`src/rtl/bus_align_splitter_pkg.sv`:
```
`default_nettype none
// ============================================================================
// Module   : bus_align_splitter_pkg
// Purpose  : Shared bus encodings and alignment helpers for the femto bus.
//            Responders reuse the same helpers for their own fault checks.
// Revision : 1.0 - initial release
// ============================================================================
package bus_align_splitter_pkg;

  localparam int BUS_WIDTH     = 32;
  localparam int BUS_ACC_WIDTH = 2;

  // Access size encodings carried on u_acc / d_acc
  localparam logic [BUS_ACC_WIDTH-1:0] BUS_ACC_1B = 2'd0;
  localparam logic [BUS_ACC_WIDTH-1:0] BUS_ACC_2B = 2'd1;
  localparam logic [BUS_ACC_WIDTH-1:0] BUS_ACC_4B = 2'd2;

  // Number of bytes moved by an access size; unknown codes are treated as 4B
  function automatic logic [2:0] bus_acc_bytes(input logic [BUS_ACC_WIDTH-1:0] acc);
    logic [2:0] n;
    case (acc)
      BUS_ACC_1B: n = 3'd1;
      BUS_ACC_2B: n = 3'd2;
      default:    n = 3'd4;
    endcase
    return n;
  endfunction

  // True when the access is not naturally aligned to its own size
  function automatic logic bus_misaligned(input logic [1:0]               addr_lo,
                                          input logic [BUS_ACC_WIDTH-1:0] acc);
    logic mis;
    case (acc)
      BUS_ACC_1B: mis = 1'b0;
      BUS_ACC_2B: mis = addr_lo[0];
      default:    mis = (addr_lo != 2'b00);
    endcase
    return mis;
  endfunction

endpackage
`default_nettype wire

```
`src/rtl/bus_align_splitter.sv`:
```
`default_nettype none
// ============================================================================
// Module   : bus_align_splitter
// Purpose  : Turns upstream accesses of any alignment into naturally aligned
//            downstream transactions. Misaligned 2B/4B accesses become a run
//            of 1B transactions reassembled little-endian. Each downstream
//            transaction is guarded by a response timeout.
// Revision : 1.0 - initial release
// ============================================================================
module bus_align_splitter
  import bus_align_splitter_pkg::*;
#(
  parameter int ADDR_WIDTH = 32,
  parameter int TIMEOUT    = 255
) (
  input  logic                     clk,
  input  logic                     rstn,
  input  logic [ADDR_WIDTH-1:0]    u_addr,
  input  logic                     u_w_rb,
  input  logic [BUS_ACC_WIDTH-1:0] u_acc,
  input  logic [BUS_WIDTH-1:0]     u_wdata,
  input  logic                     u_req,
  output logic [BUS_WIDTH-1:0]     u_rdata,
  output logic                     u_resp,
  output logic                     u_fault,
  output logic                     busy,
  output logic [ADDR_WIDTH-1:0]    d_addr,
  output logic                     d_w_rb,
  output logic [BUS_ACC_WIDTH-1:0] d_acc,
  output logic [BUS_WIDTH-1:0]     d_wdata,
  output logic                     d_req,
  input  logic [BUS_WIDTH-1:0]     d_rdata,
  input  logic                     d_resp,
  input  logic                     d_fault
);

  typedef enum logic [1:0] {
    S_IDLE  = 2'd0,
    S_ISSUE = 2'd1,
    S_WAIT  = 2'd2
  } state_t;

  // Timeout counter only needs to reach TIMEOUT-1 before firing
  localparam int            TW     = (TIMEOUT > 0) ? $clog2(TIMEOUT + 1) : 1;
  localparam logic [TW-1:0] TLIMIT = TW'((TIMEOUT > 0) ? (TIMEOUT - 1) : 0);

  state_t                   r_state, w_next;
  logic [ADDR_WIDTH-1:0]    r_addr;
  logic                     r_w_rb;
  logic [BUS_ACC_WIDTH-1:0] r_acc;
  logic [BUS_WIDTH-1:0]     r_wdata;
  logic                     r_split;
  logic [1:0]               r_idx;
  logic [1:0]               r_last;
  logic [BUS_WIDTH-1:0]     r_asm;
  logic [TW-1:0]            r_tcnt;

  logic                     w_accept, w_resp_ok, w_done, w_abort;
  logic [ADDR_WIDTH-1:0]    w_src_addr, w_sub_addr;
  logic                     w_src_w_rb, w_src_split;
  logic [BUS_ACC_WIDTH-1:0] w_src_acc, w_sub_acc;
  logic [BUS_WIDTH-1:0]     w_src_wdata, w_sub_wdata;
  logic [1:0]               w_src_idx;
  logic [BUS_WIDTH-1:0]     w_mask, w_asm_next;

  assign busy = (r_state != S_IDLE);

  // State register
  always_ff @(posedge clk or negedge rstn) begin
    if (!rstn) r_state <= S_IDLE;
    else       r_state <= w_next;
  end

  // Next-state decode; a response in WAIT takes priority over the timeout
  always_comb begin
    w_next    = r_state;
    w_accept  = 1'b0;
    w_resp_ok = 1'b0;
    w_done    = 1'b0;
    w_abort   = 1'b0;
    case (r_state)
      S_IDLE: begin
        if (u_req) begin
          w_accept = 1'b1;
          w_next   = S_ISSUE;
        end
      end
      S_ISSUE: begin
        if (d_fault) begin
          w_abort = 1'b1;
          w_next  = S_IDLE;
        end else begin
          w_next  = S_WAIT;
        end
      end
      S_WAIT: begin
        if (d_resp) begin
          w_resp_ok = 1'b1;
          if (r_idx == r_last) begin
            w_done = 1'b1;
            w_next = S_IDLE;
          end else begin
            w_next = S_ISSUE;
          end
        end else if ((TIMEOUT != 0) && (r_tcnt == TLIMIT)) begin
          w_abort = 1'b1;
          w_next  = S_IDLE;
        end
      end
      default: w_next = S_IDLE;
    endcase
  end

  // Build the next downstream transaction and the next assembly value
  always_comb begin
    w_src_addr  = w_accept ? u_addr  : r_addr;
    w_src_w_rb  = w_accept ? u_w_rb  : r_w_rb;
    w_src_acc   = w_accept ? u_acc   : r_acc;
    w_src_wdata = w_accept ? u_wdata : r_wdata;
    w_src_split = w_accept ? bus_misaligned(u_addr[1:0], u_acc) : r_split;
    w_src_idx   = w_accept ? 2'd0 : (r_idx + 2'd1);

    w_sub_addr  = w_src_addr;
    w_sub_acc   = w_src_acc;
    w_sub_wdata = w_src_wdata;
    if (w_src_split) begin
      w_sub_addr  = w_src_addr + ADDR_WIDTH'(w_src_idx);
      w_sub_acc   = BUS_ACC_1B;
      w_sub_wdata = {24'd0, w_src_wdata[{w_src_idx, 3'b000} +: 8]};
    end

    case (r_acc)
      BUS_ACC_1B: w_mask = 32'h0000_00FF;
      BUS_ACC_2B: w_mask = 32'h0000_FFFF;
      default:    w_mask = 32'hFFFF_FFFF;
    endcase

    w_asm_next = r_asm;
    if (r_split) w_asm_next[{r_idx, 3'b000} +: 8] = d_rdata[7:0];
    else         w_asm_next = d_rdata & w_mask;
  end

  // Request capture, downstream drive, timeout count and upstream completion
  always_ff @(posedge clk or negedge rstn) begin
    if (!rstn) begin
      r_addr  <= '0;
      r_w_rb  <= 1'b0;
      r_acc   <= '0;
      r_wdata <= '0;
      r_split <= 1'b0;
      r_idx   <= 2'd0;
      r_last  <= 2'd0;
      r_asm   <= '0;
      r_tcnt  <= '0;
      d_addr  <= '0;
      d_w_rb  <= 1'b0;
      d_acc   <= '0;
      d_wdata <= '0;
      d_req   <= 1'b0;
      u_rdata <= '0;
      u_resp  <= 1'b0;
      u_fault <= 1'b0;
    end else begin
      d_req   <= (w_next == S_ISSUE);
      u_resp  <= w_done;
      u_fault <= w_abort;

      if (w_accept) begin
        r_addr  <= u_addr;
        r_w_rb  <= u_w_rb;
        r_acc   <= u_acc;
        r_wdata <= u_wdata;
        r_split <= bus_misaligned(u_addr[1:0], u_acc);
        r_last  <= bus_misaligned(u_addr[1:0], u_acc) ? 2'(bus_acc_bytes(u_acc) - 3'd1) : 2'd0;
        r_asm   <= '0;
      end

      if (w_next == S_ISSUE) begin
        r_idx   <= w_src_idx;
        d_addr  <= w_sub_addr;
        d_w_rb  <= w_src_w_rb;
        d_acc   <= w_sub_acc;
        d_wdata <= w_sub_wdata;
      end

      if (r_state == S_ISSUE)                 r_tcnt <= '0;
      else if ((r_state == S_WAIT) && !d_resp) r_tcnt <= r_tcnt + TW'(1);

      if (w_resp_ok && !r_w_rb) r_asm   <= w_asm_next;
      if (w_done)               u_rdata <= r_w_rb ? '0 : w_asm_next;
    end
  end

endmodule
`default_nettype wire

```
`config.mk`:
```
export PLATFORM = sky130hd
export DESIGN_NAME = bus_align_splitter
export DESIGN_NICKNAME = d
export VERILOG_FILES = /design/src/rtl/bus_align_splitter_pkg.sv /design/src/rtl/bus_align_splitter.sv
export SDC_FILE = /design/constraint.sdc
export NUM_CORES = 1
export LEC_CHECK = 0
export CAP_MARGIN = 20
export CORE_MARGIN = 2
export CORE_UTILIZATION = 35
export DETAILED_ROUTE_END_ITERATION = 7
export GPL_TIMING_DRIVEN = 0
export PLACE_DENSITY_LB_ADDON = 0.08
export RECOVER_POWER = 50
export SKIP_LAST_GASP = 1
export SYNTH_ARGS = -nofsm -noshare
export SYNTH_HDL_FRONTEND = slang
export SYNTH_SLANG_ARGS = --single-unit
export TNS_END_PERCENT = 10
```
`constraint.sdc`:
```
create_clock -name clk -period 3.9 [get_ports clk]
set_input_delay 0.39 -clock clk [delete_from_list [all_inputs] [get_ports clk]]
set_output_delay 0.39 -clock clk [all_outputs]
set_load 0.03 [all_outputs]
```
**Word level (Yosys, flattened, before mapping)**

Index checks and enable logic that the tools add are counted.

- Output and inout port bits: 103
- Bits in latches: 0
- Memory bits (writable): 0
- Bits in read-only memories: 0
- Bits of input ports: 104
- Word-level logic and storage cells: 84
- Flip-flop bits (word level): 216
- Memories: 0

- Equal/unequal tests: 7
- Bitwise gates (word level): 1
- Multipliers: 0
- Div/mod/pow operators: 0
- Shift operators: 3
- Order comparisons: 0
- Multiplexer cells: 39
- Reductions and logical operators: 11
- Add/sub/neg operators: 5

Operator list:

| operator | number |
|---|---|
| $mux W32 | 8 |
| $pmux W32 S2 | 1 |
| $add A32 B2 Y32 | 1 |
| $and A32 B32 Y32 | 1 |
| $bwmux W32 | 1 |
| $shift A8 B7 Y32 const A | 1 |
| $shiftx A32 B6 Y8 | 1 |
| $shiftx A8 B7 Y32 | 1 |
| $mux W2 | 9 |
| $mux W8 | 2 |
| $mux W1 | 14 |
| $add A8 B1 Y8 const B | 1 |
| $eq A2 B1 Y1 const B | 4 |
| $eq A8 B8 Y1 const B | 1 |
| $reduce_bool A2 Y1 | 4 |
| $neg A5 Y7 | 1 |
| $logic_not A2 Y1 | 3 |
| $pmux W2 S3 | 1 |
| $pmux W1 S2 | 2 |
| $pmux W2 S2 | 1 |
| $add A2 B1 Y2 const B | 1 |
| $eq A2 B2 Y1 | 1 |
| $eq A2 B2 Y1 const B | 1 |
| $logic_and A1 B1 Y1 | 2 |
| 2 further kinds | 3 |

**Depth between registers and ports, before layout**

- Word-level depth: 5
- Gate-level depth with buffers: 19
- Gate-level depth less buffers: 13

**Worst setup path before layout**

No wires, ideal clock.

- Path type: flip-flop to flip-flop
- Start point: reg r_state[0]
- End point: reg d_addr[28]
- Period minus slack after synthesis: 3549 ps
- Data required time: 3776 ps
- Arrival: 3425 ps
- Stages on the path, launching flop included: 19
- Slack: 351 ps
- Path buffers: 7
- Setup time: 124 ps
- Cells stage by stage: dfrtp_1 > inv_1 > ha_1 > and2_4 > buf_6 > buf_8 > buf_6 > buf_6 > buf_4 > buf_2 > buf_2 > nor2_1 > ha_1 > ha_1 > a31o_2 > nand4_1 > nor4_4 > a211oi_1 > a211o_1

- Word-level cells in the longest chain between the ends: 5
- Elaborated cells on any way between the ends: 14
- Those cells by class: add/sub: 1; eq/ne: 3; mux: 9; reduce/logical: 1

RTL lines:

| item | line | RTL |
|---|---|---|
| start, declared | bus_align_splitter.sv:47 | `state_t r_state, w_next;` |
| start signal, assigned | bus_align_splitter.sv:71 | `else r_state <= w_next;` |
| $logic_not A2 Y1 | bus_align_splitter.sv:81 | `case (r_state)` |
| $mux W1 | bus_align_splitter.sv:81 |  |
| $mux W2 | bus_align_splitter.sv:121 | `w_src_idx = w_accept ? 2'd0 : (r_idx + 2'd1);` |
| via w_src_idx[0] | bus_align_splitter.sv:63 | `logic [1:0] w_src_idx;` |
| $add A32 B2 Y32 | bus_align_splitter.sv:127 | `w_sub_addr = w_src_addr + ADDR_WIDTH'(w_src_idx);` |
| $mux W32 | bus_align_splitter.sv:126 | `if (w_src_split) begin` |
| end signal, assigned | bus_align_splitter.sv:180 | `d_addr <= w_sub_addr;` |
| end, declared | bus_align_splitter.sv:27 | `output logic [ADDR_WIDTH-1:0] d_addr,` |

The timed path passes the listed nets, and every way through them passes these cells.
A chain may end at the register's enable or synchronous reset.

**Final worst setup path**

- Start point: reg r_state[1]
- End point: reg d_addr[28]

Same word-level chain as after synthesis.

==> impl_metrics.ini <==
[outcome]
outcome = finished with violations
violations = capacitance limit, slew limit

[clock_network]
clkTransAtPathRegs_ns = 0.06
cts_made_buffers = 25
clk_path_buf_depth = 3
htreeDepth = 1
clock_sinks = 216
clock-root-buffer = clkbuf_16
cts_tree = done
clock_latency_ns = 0.53

[synthesis]
postSynthAreaPerCell_sq_um = 9.13
synth_edf_count = 0
ys_warn_count = 0
ys_seq_area_share_pct = 52.4
syn-num-nets = 1248
yosys.area.top_type_share_pct = 52.4
synth_flop_cell = dfrtp_1
synth_top_cell_by_area = dfrtp_1
ys_ff_latch = 216
ys_types = 59
synthTopCellsByArea = dfrtp_1 (52%), nand2_1 (12%), o21ai_0 (4.6%), nand3_1 (3.2%), o21ai_1 (2.5%)
syn_inst = 1130
synth_async_sr_flop_share_pct = 100
syn_area_sq_um = 10300

[power_and_ir_drop]
p_total_w = 0.0117
peakVddDrop_v = 0.000426
power.density_nw_per_um2 = 838
cellLeakagePower_nw = 6.17

[worst_setup_path]
crit_type = flop to flop
end_kind = flop
worst_ep_arrival_time_ns = 4.09
worstPathCellList = inv_1, ha_2, and2_4, buf_6, buf_8, buf_6, buf_8, buf_16, nor2_1, ha_1, ha_1, a31o_2, nand4_1, nor4_4, buf_4, buf_4, and4_1, a211o_1
worst_r2r_path_depth = 18
slowest_delay_ns = 0.42
cp_top_family = buffers and inverters
critPathLaunchType = flop
r2r-start = r_state[1]
cpMaxStageDelayCell = dfrtp_1
cp.required_ns = 4.32
reg2reg_to = d_addr[28]
cp_max_fo = 14
r2r_slack_ns = 0.23
crit_buf_inv = 8

[global_route]
grt_max_degree = 96
antenna_found_initial = 1
first_global_vias = 9197
gr-total-overflow = 0
track_usage_pct = 21.9
grt_pass1_wl_um = 53100

[timing]
max_slew_margin_pct = -17.9
finalMaxSlewViolations = 33
worstMarginPinSlew_ns = 1.77
rsz0062_at_grt = false
fin_crit_ns = 3.67
max_freq_mhz = 272
setup_violations = 0
hold_violations = 0
period_share_pct = 94.1
layout_setup_ws_ns = 0.229
finClkSkew_ns = 0.0243

[routing]
vias = 9166
antenna_left = 0
first_iter_violations = 615
firstDrtPassIters = 5
drt_wl_total_um = 33900
via_per_inst = 5.17
routedWlPerCell_um = 19.1
drcViolationCount = 0

[floorplanning]
die_area_sq_um = 30900
io_pins = 207
die_x_um = 176
initial_utilization_pct = 35.7
rows = 62
coreArea_sq_um = 28900
dieHeight_um = 176

[placed_design]
dp_hpwl_um = 24300
numPortBuffers = 206
gp_congestion = 0.837
place_ws_ns = -0.980

[worst_hold_path]
hold_class = input port to flop
whs_endpoint = r_wdata[9]
hp-start = u_wdata[9]
hold_depth = 3

[cells_and_area]
post-route-util_pct = 48.2
final_cell_mix = nand2_1 (326), dfrtp_1 (216), clkdlybuf4s50_1 (167)
final_common_cell = nand2_1
layout-drive-gt1-share_pct = 8.72
n_fill_cell = 2852
area_growth_pct = 34.9
layout.nets = 1487

[run]
cap_violations = 1
==> state kept, by name (all words and copies together), names as in the netlist, 2 cells and up <==
| signal | count |
|---|---|
| r_last | 2 |
| r_acc | 2 |
| d_wdata | 32 |
| r_asm | 32 |
| r_state | 2 |
| r_addr | 32 |
| d_addr | 32 |
| r_idx | 2 |
| r_wdata | 32 |
| u_rdata | 32 |
| d_acc | 2 |
| r_tcnt | 8 |
==> cell type report <==
| cell class | instances | area [sq um] | area share [%] |
|---|---|---|---|
| Multi-Input combinational cell | 798 | 4420 | 31.8 |
| Inverter | 49 | 184 | 1.32 |
| Clock buffer | 32 | 712 | 5.12 |
| Sequential cell | 216 | 5410 | 38.9 |
| Tap cell | 384 | 480 | 3.45 |
| Timing Repair Buffer | 215 | 2140 | 15.4 |
| Buffer | 64 | 349 | 2.51 |
| Antenna cell | 1 | 2.50 | 0.0180 |
| Clock inverter | 14 | 218 | 1.57 |
==> cell families (layout without fill, tap and decap cells) <==
group           count (synthesis)  count (layout)  share of synthesized area (%)
compound gates                239             239                           14.0
flops                         216             216                           52.4
other cells                     0               1                              0
simple gates                  486             486                           21.5
xor+xnor                       29              29                           2.46
mux                            29              29                           3.03
fa+ha+maj                      15              15                           1.80
buf+inv                       116             374                           4.84
==> worst register-to-register path: stages, from the launching register on <==
cell     delay [ns]
dfrtp_1        0.42
inv_1          0.11
ha_2           0.22
and2_4         0.15
buf_6          0.14
buf_8          0.17
buf_6          0.19
buf_8          0.21
buf_16         0.17
nor2_1         0.08
ha_1           0.27
ha_1           0.23
a31o_2         0.24
nand4_1        0.19
nor4_4         0.05
buf_4          0.18
buf_4          0.15
and4_1         0.19
a211o_1        0.22
==> routing by layer <==
layer / part of all wire, % / track usage (%) / vias to the layer above
met5: 0 / 0 / -
met3: 5.1 / 3.18 / 54
li1: - / - / 4375
met2: 45 / 34.5 / 276
met4: 2.2 / 5.75 / 0
met1: 47 / 31.8 / 4461
==> how the worst max path moves through the flow <==
| stage | start | to | slack (ns) | depth (start not counted) |
|---|---|---|---|---|
| after detailed placement | u_req | d_addr[28] | -0.98 | 14 |
| after global placement | rstn | d_wdata[13] | -7.38 | 1 |
| after floorplan | r_state[0] | d_addr[28] | 0.35 | 18 |
| final | r_state[1] | d_addr[28] | 0.23 | 18 |
| after CTS | r_state[0] | d_addr[28] | 0.009 | 18 |
| after global routing | r_idx[0] | d_addr[28] | 0.01 | 14 |
==> metrics by stage <==
stage / cells / hold slack (ns) / cell area, sq um / TNS [ns]
2_1_floorplan: 1130 / 0.0944 / 10300 / 0
3_3_place_gp: 1720 / 0.454 / 12900 / -1605.02
3_5_place_dp: 1722 / 0.281 / 12900 / -17.84
4_1_cts: 1768 / 0.320 / 13900 / 0
5_1_grt: 1773 / 0.408 / 13900 / 0
6_report: 1773 / 0.408 / 13900 / 0
==> cell usage after synthesis, types with 9 or more instances <==
library cell	instances
a21oi_1	9
a22oi_1	34
buf_2	14
clkbuf_1	43
dfrtp_1	216
ha_1	14
inv_1	48
mux2_2	15
mux2i_1	13
nand2_1	326
nand3_1	65
nand4_1	30
nor2_1	21
o21ai_0	94
o21ai_1	51
xnor2_1	23
==> where the power goes <==
part	switching, W	internal, W	leakage [nW]
Sequential	0.000491	0.00308	2.79
Combinational	0.00352	0.00195	2.91
Clock	0.000986	0.00163	0.463
==> repair_timing <==
item,4_1_cts,5_1_grt
gates cloned,0,1
buffers inserted,2,2
hold endpoints to repair,30,0
hold buffers,1,0
pin swaps,1,0
setup endpoints to repair,30,14
resized for setup,8,12
No activity file was read; power rests on OpenSTA's default activity.
